**src/rtl/regfile_wb_arbiter.sv**
```systemverilog
// regfile_wb_arbiter: round-robin writeback arbiter for the RegFile write port, with an X0..X30 clear sweep
module regfile_wb_arbiter #(
  parameter int DATA_WIDTH = 64,
  parameter int ADDR_WIDTH = 5,
  parameter int ZERO_REG   = 31
) (
  input  logic                  clk,
  input  logic                  rst,
  input  logic                  req0_valid,
  output logic                  req0_ready,
  input  logic [ADDR_WIDTH-1:0] req0_reg,
  input  logic [DATA_WIDTH-1:0] req0_data,
  input  logic                  req1_valid,
  output logic                  req1_ready,
  input  logic [ADDR_WIDTH-1:0] req1_reg,
  input  logic [DATA_WIDTH-1:0] req1_data,
  input  logic                  clear_req,
  output logic                  clear_busy,
  output logic                  write,
  output logic [ADDR_WIDTH-1:0] writeReg,
  output logic [DATA_WIDTH-1:0] writeData
);
  localparam logic [ADDR_WIDTH-1:0] ZR   = ADDR_WIDTH'(ZERO_REG);
  localparam logic [ADDR_WIDTH-1:0] LAST = ADDR_WIDTH'(ZERO_REG - 1);
  typedef enum logic {ARB, CLEAR} state_t;
  state_t state, state_next;
  logic   ptr;
  logic   take0, take1;
  always_ff @(posedge clk or posedge rst)
    if (rst) state <= ARB;
    else     state <= state_next;
  always_comb
    state_next = (state == ARB) ? (clear_req ? CLEAR : ARB) : (writeReg == LAST ? ARB : CLEAR);
  always_comb begin
    clear_busy = (state == CLEAR);
    req0_ready = (state == ARB) && !clear_req && (!req1_valid || !ptr);
    req1_ready = (state == ARB) && !clear_req && (!req0_valid || ptr);
  end
  assign take0 = req0_valid && req0_ready;
  assign take1 = req1_valid && req1_ready;
  // Writes to the zero register are accepted but never reach the RegFile.
  always_ff @(posedge clk or posedge rst)
    if (rst) begin
      ptr       <= 1'b0;
      write     <= 1'b0;
      writeReg  <= '0;
      writeData <= '0;
    end else if (state == CLEAR) begin
      write    <= (writeReg != LAST);
      writeReg <= (writeReg == LAST) ? writeReg : writeReg + 1'b1;
    end else if (clear_req) begin
      write     <= 1'b1;
      writeReg  <= '0;
      writeData <= '0;
    end else if (take0) begin
      write     <= (req0_reg != ZR);
      writeReg  <= req0_reg;
      writeData <= req0_data;
      ptr       <= 1'b1;
    end else if (take1) begin
      write     <= (req1_reg != ZR);
      writeReg  <= req1_reg;
      writeData <= req1_data;
      ptr       <= 1'b0;
    end else
      write <= 1'b0;
endmodule

```
**config.mk**
```make
export PLATFORM = sky130hd
export DESIGN_NAME = regfile_wb_arbiter
export DESIGN_NICKNAME = d
export VERILOG_FILES = /design/src/rtl/regfile_wb_arbiter.sv
export SDC_FILE = /design/constraint.sdc
export NUM_CORES = 1
export LEC_CHECK = 0
export ABC_AREA = 1
export CELL_PAD_IN_SITES_DETAIL_PLACEMENT = 2
export CELL_PAD_IN_SITES_GLOBAL_PLACEMENT = 2
export CORE_UTILIZATION = 22
export CTS_CLUSTER_DIAMETER = 200
export DETAILED_ROUTE_END_ITERATION = 6
export GPL_ROUTABILITY_DRIVEN = 0
export PLACE_DENSITY = 0.78
export SYNTH_ARGS = -nofsm -noshare
export SYNTH_HDL_FRONTEND = slang
export SYNTH_SLANG_ARGS = --single-unit
export TNS_END_PERCENT = 10
```
**constraint.sdc**
```tcl
create_clock -name clk -period 2.9 [get_ports clk]
set_input_delay 0.87 -clock clk [delete_from_list [all_inputs] [get_ports clk]]
set_output_delay 0.87 -clock clk [all_outputs]
set_load 0.01 [all_outputs]
```
==> results.json, run 1 <==
{
  "grt_max_degree": 70,
  "relSlewSlack": 0.640,
  "design_area_sq_um": 6910,
  "leakage_nw": 3.29,
  "min_period_ns": 2.80,
  "slew_violations": 0,
  "avgViaCountPerCell": 4.42,
  "dr.first_iter.drc_count": 78,
  "die_y_um": 141,
  "cp.required_ns": 2.03,
  "yosysMostFrequentCell": "inv_1",
  "r2r-end": "writeData[41]",
  "met3_usage": 0.0280,
  "synth_top_family_by_area": "compound AO/OA/AOI/OAI gates",
  "hp-class": "reg2reg",
  "synth_top_area_share": 0.427,
  "worstHoldStart": "writeData[17]",
  "portBuffers": 215,
  "start_util": 0.225,
  "die_w_um": 141,
  "finalSetupViolCount": 0,
  "ys_types": 24,
  "syn_inst": 508,
  "use_met2": 0.303,
  "grtUsageTotal": 0.156,
  "critPathLaunchType": "primary input",
  "synth_edf_count": 0,
  "synthMuxAreaShare": 0,
  "synth-xor-area-share": 0,
  "syn_to_final_growth_pct": 63.7,
  "design.core.area_sq_um": 18800,
  "ys_seq_area_frac": 0.427,
  "yosysWarnings": 0,
  "power-per-cell-area_nw_per_um2": 788,
  "critPathKind": "in2out",
  "hold_viol_final": 0,
  "avgSynthCellArea_sq_um": 8.31,
  "max-vdd-ir-drop_v": 0.000273,
  "worstMarginPinSlew_ns": 0.540,
  "cts_tree": "yes",
  "yosys.area_share.simple": 0.118,
  "yosysTopAreaCell": "dfrtp_1",
  "place_hpwl_um": 11900,
  "drt_pass1_iterations": 4,
  "vias": 4230,
  "gr-total-overflow": 0,
  "nNetsFinal": 863,
  "cts.clk_slew.worst_paths_ns": 0.06,
  "synth_common_cells": "inv_1 (142), nand2_1 (92), dfrtp_1 (72)",
  "ant_nets": 0,
  "r2r_slack_ns": 0.94,
  "grt_pass1_vias": 4777,
  "cts_buffer_depth": 2,
  "postPlaceCellArea_sq_um": 6610,
  "fmax_mhz": 357,
  "drt-total-wl_um": 15200,
  "fill_cells": 2089,
  "endpoint_kind": "output pin",
  "rows": 50,
  "cts_setup_buffers": 0,
  "finalCritPeriodShare": 0.965,
  "rsz0062_at_grt": "false",
  "clkSinkCount": 72,
  "ys_top_cells_by_area": "dfrtp_1 (43%), o211ai_2 (15%), inv_1 (13%), nand2_1 (8.2%), o21ai_1 (7.9%)",
  "ios": 216,
  "use_met1": 0.170,
  "grt_pass1_wl_um": 24200,
  "cts-root-buf": "clkbuf_16",
  "die-area_sq_um": 19700,
  "grt-busiest-layer": "met2",
  "synth_compound_gate_area_share": 0.270,
  "antennaDiodeCount": 0,
  "path_max_fanout": 2,
  "outcome": "completed",
  "r2r_cells": 7,
  "clock_latency_ns": 0.33,
  "max_cap_violations": 0,
  "final_layout_size_suffix_gt1_frac": 0.120,
  "synth-async-reset-ratio": 1.00,
  "synth_ff_type": "dfrtp_1",
  "h-tree-depth": 3,
  "synth_area_sq_um": 4220,
  "worstPathArrival_ns": 1.93,
  "power_mw": 5.45,
  "hold_end": "writeData[17]",
  "antenna_found_initial": 0,
  "cts_buffers": 9,
  "r2r-start": "clear_busy",
  "synthesis.nets": 653,
  "synth-seq-cells": 72,
  "wire_per_inst_um": 15.9,
  "hold-path-cell-count": 2,
  "synthAdderAreaFrac": 0.00593,
  "drc_errors": 0,
  "fin_skew_ns": 0.00880
}
==> layer usage <==
layer | wire length, um | up-vias
met5 | 0 | -
met4 | 256 | 0
met3 | 662 | 17
met2 | 8260 | 119
met1 | 6020 | 2072
li1 | - | 2022
==> where the power goes <==
group          total [mW]  internal, mW  switching, mW
Clock                1.11         0.688          0.422
Combinational        2.53          1.34           1.19
Sequential           1.81          1.48          0.328
Total                5.45          3.50           1.94
==> critical path, stage by stage <==
cell and delay, ns:
clkdlybuf4s50_1 0.49, buf_4 0.15, nor2_8 0.03, nand2_1 0.07, inv_1 0.04, dlygate4sd2_1 0.27
==> per-stage QoR <==
stage | TNS [ns] | hold WS, ns | instances | setup WS [ns] | util
floorplan | 0 | 0.511 | 508 | 0.205 | -
global placement | -0.206 | 0.511 | 941 | -0.142 | 0.352
detailed placement | -0.255 | 0.520 | 941 | -0.154 | 0.352
CTS | 0 | 0.529 | 957 | 0.0923 | 0.368
global route | 0 | 0.549 | 957 | 0.0754 | 0.368
finish | 0 | 0.527 | 957 | 0.102 | 0.368
==> cells by family (layout without fill, tap and decap cells) <==
group           after synthesis  count (layout)
buf+inv                     175             390
flops                        72              72
compound gates              142             142
fa+ha+maj                     2               2
simple gates                117             117
==> area by class of cell <==
cell class                 instances  area (sq um)  share of cell area
multi-input combinational        261          1670               0.242
inverter                         146           549              0.0795
clock buffer                      11           243              0.0351
sequential                        72          1800               0.261
timing repair buffer             228          2300               0.332
tap                              234           293              0.0424
clock inverter                     5          56.3             0.00815
==> layout by cell type, fill, tap and decap left out, drive strengths merged <==
cell type      synthesis  layout
a21oi                  5       5
a31oi                  3       3
buf                   20      13
bufinv                 0       1
clkbuf                 9      11
clkdlybuf4s50          0     213
clkinv                 0       4
clkinvlp               0       1
dfrtp                 72      72
dlygate4sd2            0       2
ha                     2       2
inv                  146     145
nand2                 93      93
nand3                 11      11
nand4                  5       5
nor2                   8       8
o211ai                64      64
o21ai                 69      69
o21bai                 1       1
==> what timing repair did <==
item / 4_1_cts / 5_1_grt
resized for setup: 2 / 0
endpoints found under the setup margin: 2 / 0
hold buffers: 0 / 0
==> worst max path at each step <==
| stage | endpoint | cells after the start | start | slack [ns] |
|---|---|---|---|---|
| 3_3_place_gp | req0_ready | 6 | clear_req | -0.14 |
| 3_5_place_dp | req0_ready | 6 | clear_req | -0.15 |
| 5_1_grt | req0_ready | 6 | clear_req | 0.08 |
| 2_1_floorplan | clear_busy | 1 | rst | 0.21 |
| 4_1_cts | req0_ready | 6 | clear_req | 0.09 |
| 6_report | req0_ready | 6 | clear_req | 0.10 |
==> sequential cells by signal, summed over array words and instances (netlist names) <==
signal      count
clear_busy      1
writeData      64
ptr             1
write           1
writeReg        5
(Power assumes the default switching activity.)
==> run 2: changes to the inputs <==
- clock period: 2.9 -> 2.7 ns (I/O delays scaled with it)
==> results.json, run 2 (synthesized netlist as in run 1, its figures left out) <==
{
  "outcome": "completed",
  "wire_per_inst_um": 16.2,
  "dp_slack_ns": -0.245,
  "cp-startpoint": "req1_valid",
  "cts-root-buf": "clkbuf_16",
  "start_util": 0.225,
  "clkSinkCount": 72,
  "fin_skew_ns": 0.00707,
  "fill_cells": 2108,
  "cp.depth": 5,
  "top_regs": "writeData: 64 flops, writeReg: 5 flops",
  "max_cap_violations": 0,
  "tns_ns": 0,
  "dr.first_iter.drc_count": 74,
  "grt_pass1_wl_um": 25200,
  "cts_buffer_depth": 2,
  "hold_viol_final": 0,
  "ios": 216,
  "critPathLaunchType": "primary input",
  "path_max_fanout": 2,
  "place_hpwl_um": 12200,
  "seqPwrFrac": 0.328,
  "finalSetupViolCount": 0,
  "cp-endpoint": "req0_ready",
  "gr-total-overflow": 0,
  "avgViaCountPerCell": 4.41,
  "fin_cells": 957,
  "switchingPower_mw": 2.11,
  "drt-total-wl_um": 15500,
  "r2r-end": "writeReg[4]",
  "design_area_sq_um": 6960,
  "largest_reg_flops": 64,
  "power-per-cell-area_nw_per_um2": 846,
  "r2r_cells": 8,
  "min_period_ns": 2.58,
  "cts.clk_slew.worst_paths_ns": 0.05,
  "final_cell_mix": "clkdlybuf4s50_1 (212), inv_1 (141), nand2_1 (92), dfrtp_1 (72), o21ai_1 (67)",
  "final_common_cell": "clkdlybuf4s50_1",
  "slew_violations": 0,
  "die_y_um": 141,
  "top_register": "writeData",
  "drt_pass1_iterations": 4,
  "comb_power_share": 0.470,
  "vias": 4220,
  "clock_latency_ns": 0.34,
  "p_int_mw": 3.78,
  "cts_tree": "yes",
  "crit_path_max_incr_delay_ns": 0.49,
  "finalCritPeriodShare": 0.957,
  "endpoint_kind": "output pin",
  "dp.cells": 942,
  "design.core.area_sq_um": 18800,
  "postPlaceCellArea_sq_um": 6660,
  "cts_setup_buffers": 0,
  "cts_buffers": 9,
  "critPathKind": "in2out",
  "path_cells": "clkdlybuf4s50_1 -> nand2_1 -> nand2_1 -> inv_1 -> dlygate4sd2_1",
  "r2r_slack_ns": 0.85,
  "antennaDiodeCount": 0,
  "rsz0062_at_grt": "false",
  "swShare": 0.359,
  "critPathBufInv": 3,
  "worstHoldStart": "writeData[22]",
  "path_common_cell": "nand2_1",
  "drc_errors": 0,
  "cp.required_ns": 1.89,
  "layout_setup_ws_ns": 0.116,
  "relSlewSlack": 0.640,
  "antenna_found_initial": 0,
  "path_delay_family": "buffers and inverters",
  "final_layout_size_suffix_gt1_frac": 0.122,
  "die-area_sq_um": 19700,
  "leakage_nw": 3.31,
  "r2r-start": "clear_busy",
  "p_clk_frac": 0.202,
  "worstPathArrival_ns": 1.77,
  "multi_input_area_sq_um": 1670,
  "grt_max_degree": 70,
  "h-tree-depth": 3,
  "worstMarginPinSlew_ns": 0.539,
  "grt_pass1_vias": 4924,
  "ant_nets": 0,
  "hold_ws_ns": 0.530,
  "fmax_mhz": 387,
  "portBuffers": 215,
  "utilization": 0.371,
  "hp-class": "reg2reg",
  "register_area_sq_um": 1800,
  "syn_to_final_growth_pct": 64.9,
  "die_w_um": 141,
  "max-vdd-ir-drop_v": 0.000310,
  "rows": 50,
  "nNetsFinal": 864,
  "slowest_stage": "clkdlybuf4s50_1",
  "power_mw": 5.89,
  "grtUsageTotal": 0.164
}
[run 2: cell count changes in the layout (fill, tap and decap cells not counted)]
cell             before  now
buf_12                4    7
buf_4                 9    6
buf_6                 0    1
clkbuf_1              1    0
clkdlybuf4s50_1     213  212
clkinv_2              3    2
clkinv_4              1    0
clkinvlp_4            1    3
dlymetal6s2s_1        0    1
[run 2: how the worst min path moves through the flow]
stage,endpoint,slack [ns],depth (start not counted)
6_report,writeData[22],0.53,2
3_3_place_gp,writeData[18],0.51,2
4_1_cts,writeData[4],0.53,2
5_1_grt,writeData[28],0.55,2
2_1_floorplan,ptr,0.51,2
3_5_place_dp,writeData[4],0.52,2
[run 2: worst register-to-register path, stage by stage, from the launching register on]
cell and delay, ns:
dfrtp_1 0.68, nor2_8 0.07, buf_4 0.18, nand3_4 0.09, buf_12 0.31, nand2_1 0.14, nand2_1 0.09, nand2_1 0.06
a21oi_1 0.17
[run 2: final cells by class]
class,instances,share of cell area
Multi-Input combinational cell,261,0.240
Tap cell,234,0.0421
Clock buffer,10,0.0343
Clock inverter,5,0.00827
Sequential cell,72,0.259
Timing Repair Buffer,229,0.337
Inverter,146,0.0789
[run 2: power groups by stage]
stage,Sequential [mW],Combinational (mW),Clock (mW)
floorplan,2.11,0.970,0
finish,1.93,2.77,1.19
global placement,1.92,2.69,0
detailed placement,1.96,2.82,0
global route,2.02,3.01,1.28
CTS,1.95,2.83,1.24
[run 2: layer usage]
metal	vias up	routed length (um)	global-route usage
met5	-	0	0
met4	0	374	0.0624
met3	23	747	0.0311
met2	116	8390	0.317
met1	2062	5970	0.174
li1	2019	-	-
[run 2: repair_timing]
item                       CTS  global route
gates resized for setup      2             2
hold buffers                 0             0
setup endpoints to repair    2             1
